File: config.mk
export PLATFORM = sky130hd
export DESIGN_NAME = axis_video_frame_source
export DESIGN_NICKNAME = d
export VERILOG_FILES = /design/src/rtl/axis_video_frame_source.sv
export SDC_FILE = /design/constraint.sdc
export NUM_CORES = 1
export LEC_CHECK = 0
export BUFFER_PORTS_ARGS = -buffer_cell sky130_fd_sc_hd__buf_2
export CELL_PAD_IN_SITES_DETAIL_PLACEMENT = 2
export CELL_PAD_IN_SITES_GLOBAL_PLACEMENT = 2
export CORE_ASPECT_RATIO = 0.5
export CORE_UTILIZATION = 30
export CTS_CLUSTER_DIAMETER = 40
export CTS_CLUSTER_SIZE = 20
export DETAILED_ROUTE_END_ITERATION = 16
export PLACE_DENSITY = 0.79
export SETUP_SLACK_MARGIN = 0.4
export SLEW_MARGIN = 10
export SYNTH_ARGS = -nofsm -noshare
export SYNTH_HDL_FRONTEND = slang
export SYNTH_SLANG_ARGS = --single-unit
File: constraint.sdc
create_clock -name axi_clk -period 4.9 [get_ports axi_clk]
set_input_delay 0.735 -clock axi_clk [delete_from_list [all_inputs] [get_ports axi_clk]]
set_output_delay 0.735 -clock axi_clk [all_outputs]
set_load 0.01 [all_outputs]
File: src/rtl/axis_video_frame_source.sv
// rtl/axis_video_frame_source.sv - AXI4-Stream test-pattern video frame source
// Streams H_ACTIVE x V_ACTIVE frames in raster order with SOF on tuser[0] and EOL on tlast.
module axis_video_frame_source #(
    parameter int H_ACTIVE         = 800,
    parameter int V_ACTIVE         = 600,
    parameter int AXIS_TDATA_WIDTH = 16,
    parameter int AXIS_TUSER_WIDTH = 1,
    parameter int USE_RGB888       = 0,
    parameter int GAP_CYCLES       = 0
) (
    input  logic                        axi_clk,
    input  logic                        axi_rst,
    input  logic                        enable,
    input  logic [1:0]                  mode,
    input  logic [15:0]                 solid_color,
    output logic [AXIS_TDATA_WIDTH-1:0] m_axis_tdata,
    output logic [AXIS_TUSER_WIDTH-1:0] m_axis_tuser,
    output logic                        m_axis_tlast,
    output logic                        m_axis_tvalid,
    input  logic                        m_axis_tready,
    output logic                        frame_done,
    output logic [15:0]                 frame_count,
    output logic                        busy
);

    if (AXIS_TDATA_WIDTH != 16 && AXIS_TDATA_WIDTH != 24) begin : g_bad_width
        $error("AXIS_TDATA_WIDTH must be 16 or 24");
    end
    if ((USE_RGB888 != 0) != (AXIS_TDATA_WIDTH == 24)) begin : g_bad_rgb888
        $error("USE_RGB888 must equal (AXIS_TDATA_WIDTH == 24)");
    end
    if (H_ACTIVE < 8 || (H_ACTIVE % 8) != 0 || V_ACTIVE < 2) begin : g_bad_geometry
        $error("H_ACTIVE must be >=8 and a multiple of 8, V_ACTIVE must be >=2");
    end

    localparam int XW    = $clog2(H_ACTIVE);
    localparam int YW    = $clog2(V_ACTIVE);
    localparam int GW    = (GAP_CYCLES > 1) ? $clog2(GAP_CYCLES) : 1;
    localparam int BAR_W = H_ACTIVE / 8;
    localparam logic [XW-1:0] X_LAST   = XW'(H_ACTIVE - 1);
    localparam logic [YW-1:0] Y_LAST   = YW'(V_ACTIVE - 1);
    localparam logic [GW-1:0] GAP_LAST = GW'((GAP_CYCLES > 0) ? GAP_CYCLES - 1 : 0);

    typedef enum logic [1:0] {
        ST_IDLE   = 2'd0,
        ST_STREAM = 2'd1,
        ST_GAP    = 2'd2
    } state_t;

    state_t          r_state;
    logic [XW-1:0]   r_x;
    logic [YW-1:0]   r_y;
    logic [GW-1:0]   r_gap_cnt;
    logic [1:0]      r_mode_q;
    logic [15:0]     r_solid_q;
    logic [15:0]     r_frame_count;

    state_t          w_state_nxt;
    logic [XW-1:0]   w_x_nxt;
    logic [YW-1:0]   w_y_nxt;
    logic [GW-1:0]   w_gap_nxt;
    logic [15:0]     w_fc_nxt;
    logic            w_latch;
    logic            w_last_px;

    always_comb begin
        w_state_nxt = r_state;
        w_x_nxt     = r_x;
        w_y_nxt     = r_y;
        w_gap_nxt   = r_gap_cnt;
        w_fc_nxt    = r_frame_count;
        w_latch     = 1'b0;
        w_last_px   = 1'b0;
        case (r_state)
            ST_IDLE: begin
                if (enable) begin
                    w_state_nxt = ST_STREAM;
                    w_latch     = 1'b1;
                end
            end
            ST_STREAM: begin
                if (m_axis_tready) begin
                    if (r_x == X_LAST) begin
                        w_x_nxt = '0;
                        if (r_y == Y_LAST) begin
                            w_y_nxt   = '0;
                            w_last_px = 1'b1;
                            w_fc_nxt  = r_frame_count + 16'd1;
                            // Frame boundary: the only point where enable and pattern inputs are resampled
                            if (GAP_CYCLES > 0) begin
                                w_state_nxt = ST_GAP;
                                w_gap_nxt   = '0;
                            end else if (enable) begin
                                w_latch = 1'b1;
                            end else begin
                                w_state_nxt = ST_IDLE;
                            end
                        end else begin
                            w_y_nxt = r_y + 1'b1;
                        end
                    end else begin
                        w_x_nxt = r_x + 1'b1;
                    end
                end
            end
            ST_GAP: begin
                if (r_gap_cnt == GAP_LAST) begin
                    if (enable) begin
                        w_state_nxt = ST_STREAM;
                        w_latch     = 1'b1;
                    end else begin
                        w_state_nxt = ST_IDLE;
                    end
                end else begin
                    w_gap_nxt = r_gap_cnt + 1'b1;
                end
            end
            default: w_state_nxt = ST_IDLE;
        endcase
    end

    always_ff @(posedge axi_clk) begin
        if (axi_rst) begin
            r_state       <= ST_IDLE;
            r_x           <= '0;
            r_y           <= '0;
            r_gap_cnt     <= '0;
            r_mode_q      <= 2'd0;
            r_solid_q     <= 16'd0;
            r_frame_count <= 16'd0;
        end else begin
            r_state       <= w_state_nxt;
            r_x           <= w_x_nxt;
            r_y           <= w_y_nxt;
            r_gap_cnt     <= w_gap_nxt;
            r_frame_count <= w_fc_nxt;
            if (w_latch) begin
                r_mode_q  <= mode;
                r_solid_q <= solid_color;
            end
        end
    end

    logic [15:0] w_x16;
    logic [15:0] w_y16;
    logic [2:0]  w_bar;
    logic [15:0] w_rgb565;
    logic [AXIS_TDATA_WIDTH-1:0] w_pix;

    assign w_x16 = 16'(r_x);
    assign w_y16 = 16'(r_y);
    assign w_bar = 3'(32'(r_x) / BAR_W);

    always_comb begin
        w_rgb565 = 16'h0000;
        case (r_mode_q)
            2'd0: begin
                case (w_bar)
                    3'd0:    w_rgb565 = 16'hFFFF;
                    3'd1:    w_rgb565 = 16'hFFE0;
                    3'd2:    w_rgb565 = 16'h07FF;
                    3'd3:    w_rgb565 = 16'h07E0;
                    3'd4:    w_rgb565 = 16'hF81F;
                    3'd5:    w_rgb565 = 16'hF800;
                    3'd6:    w_rgb565 = 16'h001F;
                    default: w_rgb565 = 16'h0000;
                endcase
            end
            2'd1:    w_rgb565 = (w_x16[5] ^ w_y16[5]) ? 16'h0000 : 16'hFFFF;
            2'd2:    w_rgb565 = {w_x16[9:5], w_y16[9:4], r_frame_count[4:0]};
            default: w_rgb565 = r_solid_q;
        endcase
    end

    // RGB888 widens each channel by replicating its MSBs so full-scale stays full-scale
    if (AXIS_TDATA_WIDTH == 24) begin : g_rgb888
        assign w_pix = {w_rgb565[15:11], w_rgb565[15:13],
                        w_rgb565[10:5],  w_rgb565[10:9],
                        w_rgb565[4:0],   w_rgb565[4:2]};
    end else begin : g_rgb565
        assign w_pix = AXIS_TDATA_WIDTH'(w_rgb565);
    end

    always_comb begin
        m_axis_tuser    = '0;
        m_axis_tuser[0] = m_axis_tvalid && (r_x == '0) && (r_y == '0);
    end

    assign m_axis_tvalid = (r_state == ST_STREAM);
    assign m_axis_tdata  = m_axis_tvalid ? w_pix : '0;
    assign m_axis_tlast  = m_axis_tvalid && (r_x == X_LAST);
    assign frame_done    = w_last_px;
    assign frame_count   = r_frame_count;
    assign busy          = (r_state != ST_IDLE);

endmodule

==> flow_summary.toml, run 1 <==
[power]
p_seq_share_pct = 49.0
p_sw_uw = 244
pwr-share-comb_pct = 9.5
internal-power_uw = 697
clkPwrFrac_pct = 41.5
ir_worst_vdd_mv = 0.148
power.switching_fraction_pct = 26.0
power.density_nw_per_um2 = 238
fin_total_pwr_uw = 941
leakagePower_nw = 1.49

[synthesis]
ys_seq_elements = 55
synth_edf_count = 0
yosysSeqAreaShare_pct = 32.9
syn_inst = 455
avgSynthCellArea_um2 = 7.36
syn_nets = 485
synth_area_um2 = 3350
synth_cell_types = 56
synth_top_area_share_pct = 32.9
synth_ff_type = "dfxtp_1"
ys_warn_count = 0
synth_top_area_cell = "dfxtp_1"
synth_most_common_cell = "nand2_1"
synth_common_cells = "nand2_1, dfxtp_1, a21oi_1, nor2_1, o21ai_0"
synth-async-reset-ratio_pct = 0
ys_top_cells_by_area = "dfxtp_1, nand2_1, a21oi_1, o21ai_0, nor2_1"

[grt]
grt_pass1_wl_um = 18600
antenna_found_initial = 0
grtUsageTotal_pct = 20.3
grt-ovfl-total = 0
grt_pass1_vias = 3620
grt_max_degree = 43

[route]
drtIter0Drc = 106
wl_per_cell_um = 17.8
drtAntennaViolNets = 0
viasPerCell = 5.43
wirelength_um = 11500
post-route-drc-count = 0
first_pass_iters = 4
vias = 3500

[min_path]
hold-path-cell-count = 2
min_to = "r_solid_q[10]"
hp-class = "register to register"
hp-start = "r_solid_q[10]"

[sta]
finalWorstSetupSlack_ps = 686
tns_ps = 0
drv_slew = 0
clock_skew_ps = 7.08
finalCritPeriodShare_pct = 86.0
whs_ps = 458
tightestPinTransition_ps = 1040
rsz0062_at_grt = "false"
post-route-min-period_ps = 4210
max_slew_margin_pct = 30.2
setup_viol = 0
final_hold_viol_count = 0
fmax_mhz = 237

[clocking]
numCtsBuffers = 5
cts.clk_slew.worst_paths_ps = 80
cts_tree = "done"
cts_buffer_depth = 2
clk-insertion-delay-late_ps = 300
htree_levels = 2
cts-root-buf = "clkbuf_16"
numClockSinks = 55
ctsHoldBuffers = 0

[place]
port_buffers = 58
place_inst = 629
dp_hpwl_um = 8310
pre_cts_ws_ps = 410
placedInstanceArea_um2 = 3710
globalplace.congestion = 0.820

[critical_path]
crit_arrival_ps = 3480
reg2reg_to = "r_solid_q[12]"
crit_required_ps = 4160
start_kind = "register"
endpoint_kind = "output pin"
path_class = "register to output pin"
ff2ff_setup_slack_ps = 1900
worstReg2RegStart = "r_x[9]"
r2r_cells = 8
critPathMaxFanout = 5

[final_layout]
fin_util_pct = 37.7
drive_gt1_share_pct = 19.4
final_cell_area_um2 = 3960
fin_nets = 533
syn_to_final_growth_pct = 18.3
instances_no_fill = 644
diodes = 0

[die]
boundaryPins = 59
start_util_pct = 31.9
fp-row-count = 26
core_region_area_um2 = 10500
die_w_um = 151
die_area_um2 = 11600
die_y_um = 76.7

[flow_run]
maxCapViolCount = 0

[run_status]
status = "complete, no violations"
==> kinds of logic after synthesis <==
kind of cell	Yosys count	synth area share [%]
buffers and inverters	44	5.83
flip-flops	55	32.9
XOR/XNOR	23	6.02
multiplexers	1	0.336
adder cells (fa/ha/maj)	8	2.99
AO/OA/AOI/OAI	117	20.7
AND/OR/NAND/NOR	207	31.2
==> area by class of cell <==
type / instances / area [um2]
flip-flops and latches: 55 / 1100
clock inverters: 2 / 20.0
inverters: 16 / 60.1
multi-input cells: 356 / 2090
fillers: 1256 / 6550
well taps: 140 / 175
repair buffers: 69 / 373
clock buffers: 6 / 139
==> flip-flops by register name, indices dropped and copies added (netlist names) <==
| signal | count |
|---|---|
| frame_count | 16 |
| r_mode_q | 2 |
| r_solid_q | 16 |
| r_state | 1 |
| r_x | 10 |
| r_y | 10 |
==> worst max path at each step <==
stage	startpoint	end	slack, ps	cells after the start
2_1_floorplan	r_x[6]	m_axis_tdata[14]	910	14
3_3_place_gp	r_x[6]	m_axis_tdata[1]	630	14
3_5_place_dp	r_x[6]	m_axis_tdata[11]	410	14
4_1_cts	r_x[6]	m_axis_tdata[11]	410	14
5_1_grt	r_x[6]	m_axis_tdata[4]	430	14
6_report	r_x[6]	m_axis_tdata[1]	690	12
==> layer usage <==
layer | up-vias | routed length, um | global-route usage, %
met3 | 8 | 330 | 3.63
met5 | - | 0 | 0
met1 | 1757 | 5460 | 27.1
li1 | 1690 | - | -
met4 | 0 | 89 | 3.10
met2 | 45 | 5590 | 34.3
==> layout by cell type, fill, tap and decap left out, drive strengths merged, types with 12 or more instances in the layout <==
cell type	n
nand2	88
xnor2	14
a21oi	48
nor2	42
nand3	15
or3	12
buf	69
dfxtp	55
inv	17
o21ai	34
==> power by group through the flow <==
stage	Combinational [mW]	Sequential, mW	Clock, mW
after floorplan	0.0542	0.471	0
after global placement	0.0879	0.471	0
after detailed placement	0.0897	0.472	0
after CTS	0.0906	0.462	0.401
after global routing	0.0996	0.462	0.415
final	0.0893	0.461	0.391
==> repair_timing <==
item / in CTS / in global routing
gates resized for setup: 3 / 5
pin swaps: 0 / 3
hold endpoints to repair: 0 / 0
endpoints found under the setup margin: 10 / 10
gates cloned: 0 / 0
setup buffers: 0 / 7
==> worst max-delay path, stage by stage, from the launching register on <==
cell and delay [ps]:
dfxtp_4 360, inv_1 40, ha_1 250, nor3_4 280, nor2_1 70, ha_1 320, and4b_1 320, a22oi_2 130
nor2_1 180, o311ai_0 170, a32oi_1 690, a31oi_1 190, buf_2 180
(Power assumes the default switching activity.)
==> run 2, diff against run 1 <==
--- a/config.mk
+++ b/config.mk
@@ -5,7 +5,6 @@
 export SDC_FILE = /design/constraint.sdc
 export NUM_CORES = 1
 export LEC_CHECK = 0
-export BUFFER_PORTS_ARGS = -buffer_cell sky130_fd_sc_hd__buf_2
 export CELL_PAD_IN_SITES_DETAIL_PLACEMENT = 2
 export CELL_PAD_IN_SITES_GLOBAL_PLACEMENT = 2
 export CORE_ASPECT_RATIO = 0.5
@@ -13,7 +12,8 @@
 export CTS_CLUSTER_DIAMETER = 40
 export CTS_CLUSTER_SIZE = 20
 export DETAILED_ROUTE_END_ITERATION = 16
-export PLACE_DENSITY = 0.79
+export DONT_BUFFER_PORTS = 1
+export PLACE_DENSITY = 0.71
 export SETUP_SLACK_MARGIN = 0.4
 export SLEW_MARGIN = 10
 export SYNTH_ARGS = -nofsm -noshare
==> run 2 against run 1 <==
Effect of this change:
- critical endpoint unchanged
- clock-buffer cell count stayed put
- register-to-register slack worse by 160 ps
- routed wire length is 8.6% lower
- largest power group unchanged
- non-clock buffer count is 66 lower
- largest cell class unchanged
- critical path type unchanged
==> flow_summary.toml, run 2 (synthesized netlist as in run 1, its figures left out) <==
[die]
boundaryPins = 59
core_region_area_um2 = 10500
die_area_um2 = 11600
fp-row-count = 26
die_y_um = 76.7
die_w_um = 151
start_util_pct = 31.9

[power]
p_sw_uw = 228
power.switching_fraction_pct = 25.1
internal-power_uw = 681
fin_total_pwr_uw = 909
leakagePower_nw = 1.18
clkPwrFrac_pct = 42.4
ir_worst_vdd_mv = 0.144
power.density_nw_per_um2 = 253
pwr-share-comb_pct = 6.4
p_seq_share_pct = 51.1

[route]
drtAntennaViolNets = 0
first_pass_iters = 4
drtIter0Drc = 146
wirelength_um = 10500
viasPerCell = 5.48
post-route-drc-count = 0
wl_per_cell_um = 18.1
vias = 3169

[final_layout]
fin_nets = 467
drive_gt1_share_pct = 6.85
fin_util_pct = 34.2
final_cell_area_um2 = 3600
most-common-layout-cells = "nand2_1, dfxtp_1, a21oi_1"
diodes = 0
final_common_cell = "nand2_1"
syn_to_final_growth_pct = 7.40
instances_no_fill = 578

[clocking]
htree_levels = 2
numCtsBuffers = 5
numClockSinks = 55
cts_buffer_depth = 2
cts-root-buf = "clkbuf_16"
ctsHoldBuffers = 0
cts.clk_slew.worst_paths_ps = 70
cts_tree = "done"
clk-insertion-delay-late_ps = 300

[critical_path]
path_class = "register to output pin"
path_cells = "inv_1 > ha_1 > nor3_4 > nor2_1 > ha_1 > and4b_1 > a22oi_2 > nor2_1 > o41ai_1 > a21oi_1 > nand4b_4 > a31oi_1"
crit_arrival_ps = 3500
start_kind = "register"
slowest_stage = "o41ai_1"
crit_required_ps = 4160
cp_slowest_stage_delay_ps = 490
endpoint_kind = "output pin"
critPathMaxFanout = 15

[sta]
max_slew_margin_pct = 31.6
whs_ps = 447
finalCritPeriodShare_pct = 86.5
setup_viol = 0
clock_skew_ps = 6.60
rsz0062_at_grt = "false"
final_hold_viol_count = 0
tns_ps = 0
post-route-min-period_ps = 4240
tightestPinTransition_ps = 1020
fmax_mhz = 236
drv_slew = 0
finalWorstSetupSlack_ps = 661

[run_status]
status = "complete, no violations"

[place]
placedInstanceArea_um2 = 3400
dp_hpwl_um = 7740
place_inst = 569
pre_cts_ws_ps = 473
globalplace.congestion = 0.826
port_buffers = 0

[grt]
grt_pass1_vias = 3391
antenna_found_initial = 0
grt-ovfl-total = 0
grt_pass1_wl_um = 17700
grt_max_degree = 43
grtUsageTotal_pct = 19.4

[flow_run]
maxCapViolCount = 0

[min_path]
hp-class = "register to register"
==> run 2: layout make-up <==
type / instances / area [um2]
Timing Repair Buffer: 3 / 22.5
Inverter: 16 / 60.1
Fill cell: 1250 / 6910
Tap cell: 140 / 175
Clock inverter: 2 / 17.5
Sequential cell: 55 / 1100
Clock buffer: 6 / 139
Multi-Input combinational cell: 356 / 2080
==> run 2: what timing repair did <==
action                                 in CTS  in global routing
setup endpoints to repair                  10                 10
endpoints found under the hold margin       0                  0
resized for setup                           2                  4
buffers inserted                            0                  1
pin swaps                                   0                  1
==> run 2: per-layer routing <==
metal  part of all wire (%)  GRT usage [%]  routed length (um)  vias to the layer above
met2                     47           31.7                4900                       39
met3                    3.2           4.29                 336                       10
met1                     49           25.7                5140                     1566
met4                    1.1           4.40                 116                        0
met5                      0              0                   0                        -
li1                       -              -                   -                     1554
==> run 2: critical path, delay by kind of cell (launching register included) <==
kind,cells,cell delay [ps]
buffers and inverters,1,70
adders and majority gates,2,570
DFF,1,450
and+or+nand+nor,5,860
AOI/OAI and AO/OA,4,1250
==> run 2: final timing paths <==
check               start               to  slack (ps)  cells after the start
max                r_x[6]  m_axis_tdata[1]         660                     12
min          r_solid_q[4]     r_solid_q[4]         450                      2
max reg2reg    r_state[0]     r_solid_q[8]        1740                      7
min reg2reg  r_solid_q[4]     r_solid_q[4]         450                      2
==> run 2: power by group through the flow <==
stage | logic [mW] | registers [mW] | clock network (mW)
floorplan | 0.0542 | 0.471 | 0
global placement | 0.0586 | 0.476 | 0
detailed placement | 0.0595 | 0.476 | 0
CTS | 0.0596 | 0.466 | 0.400
global route | 0.0661 | 0.467 | 0.424
finish | 0.0586 | 0.465 | 0.386
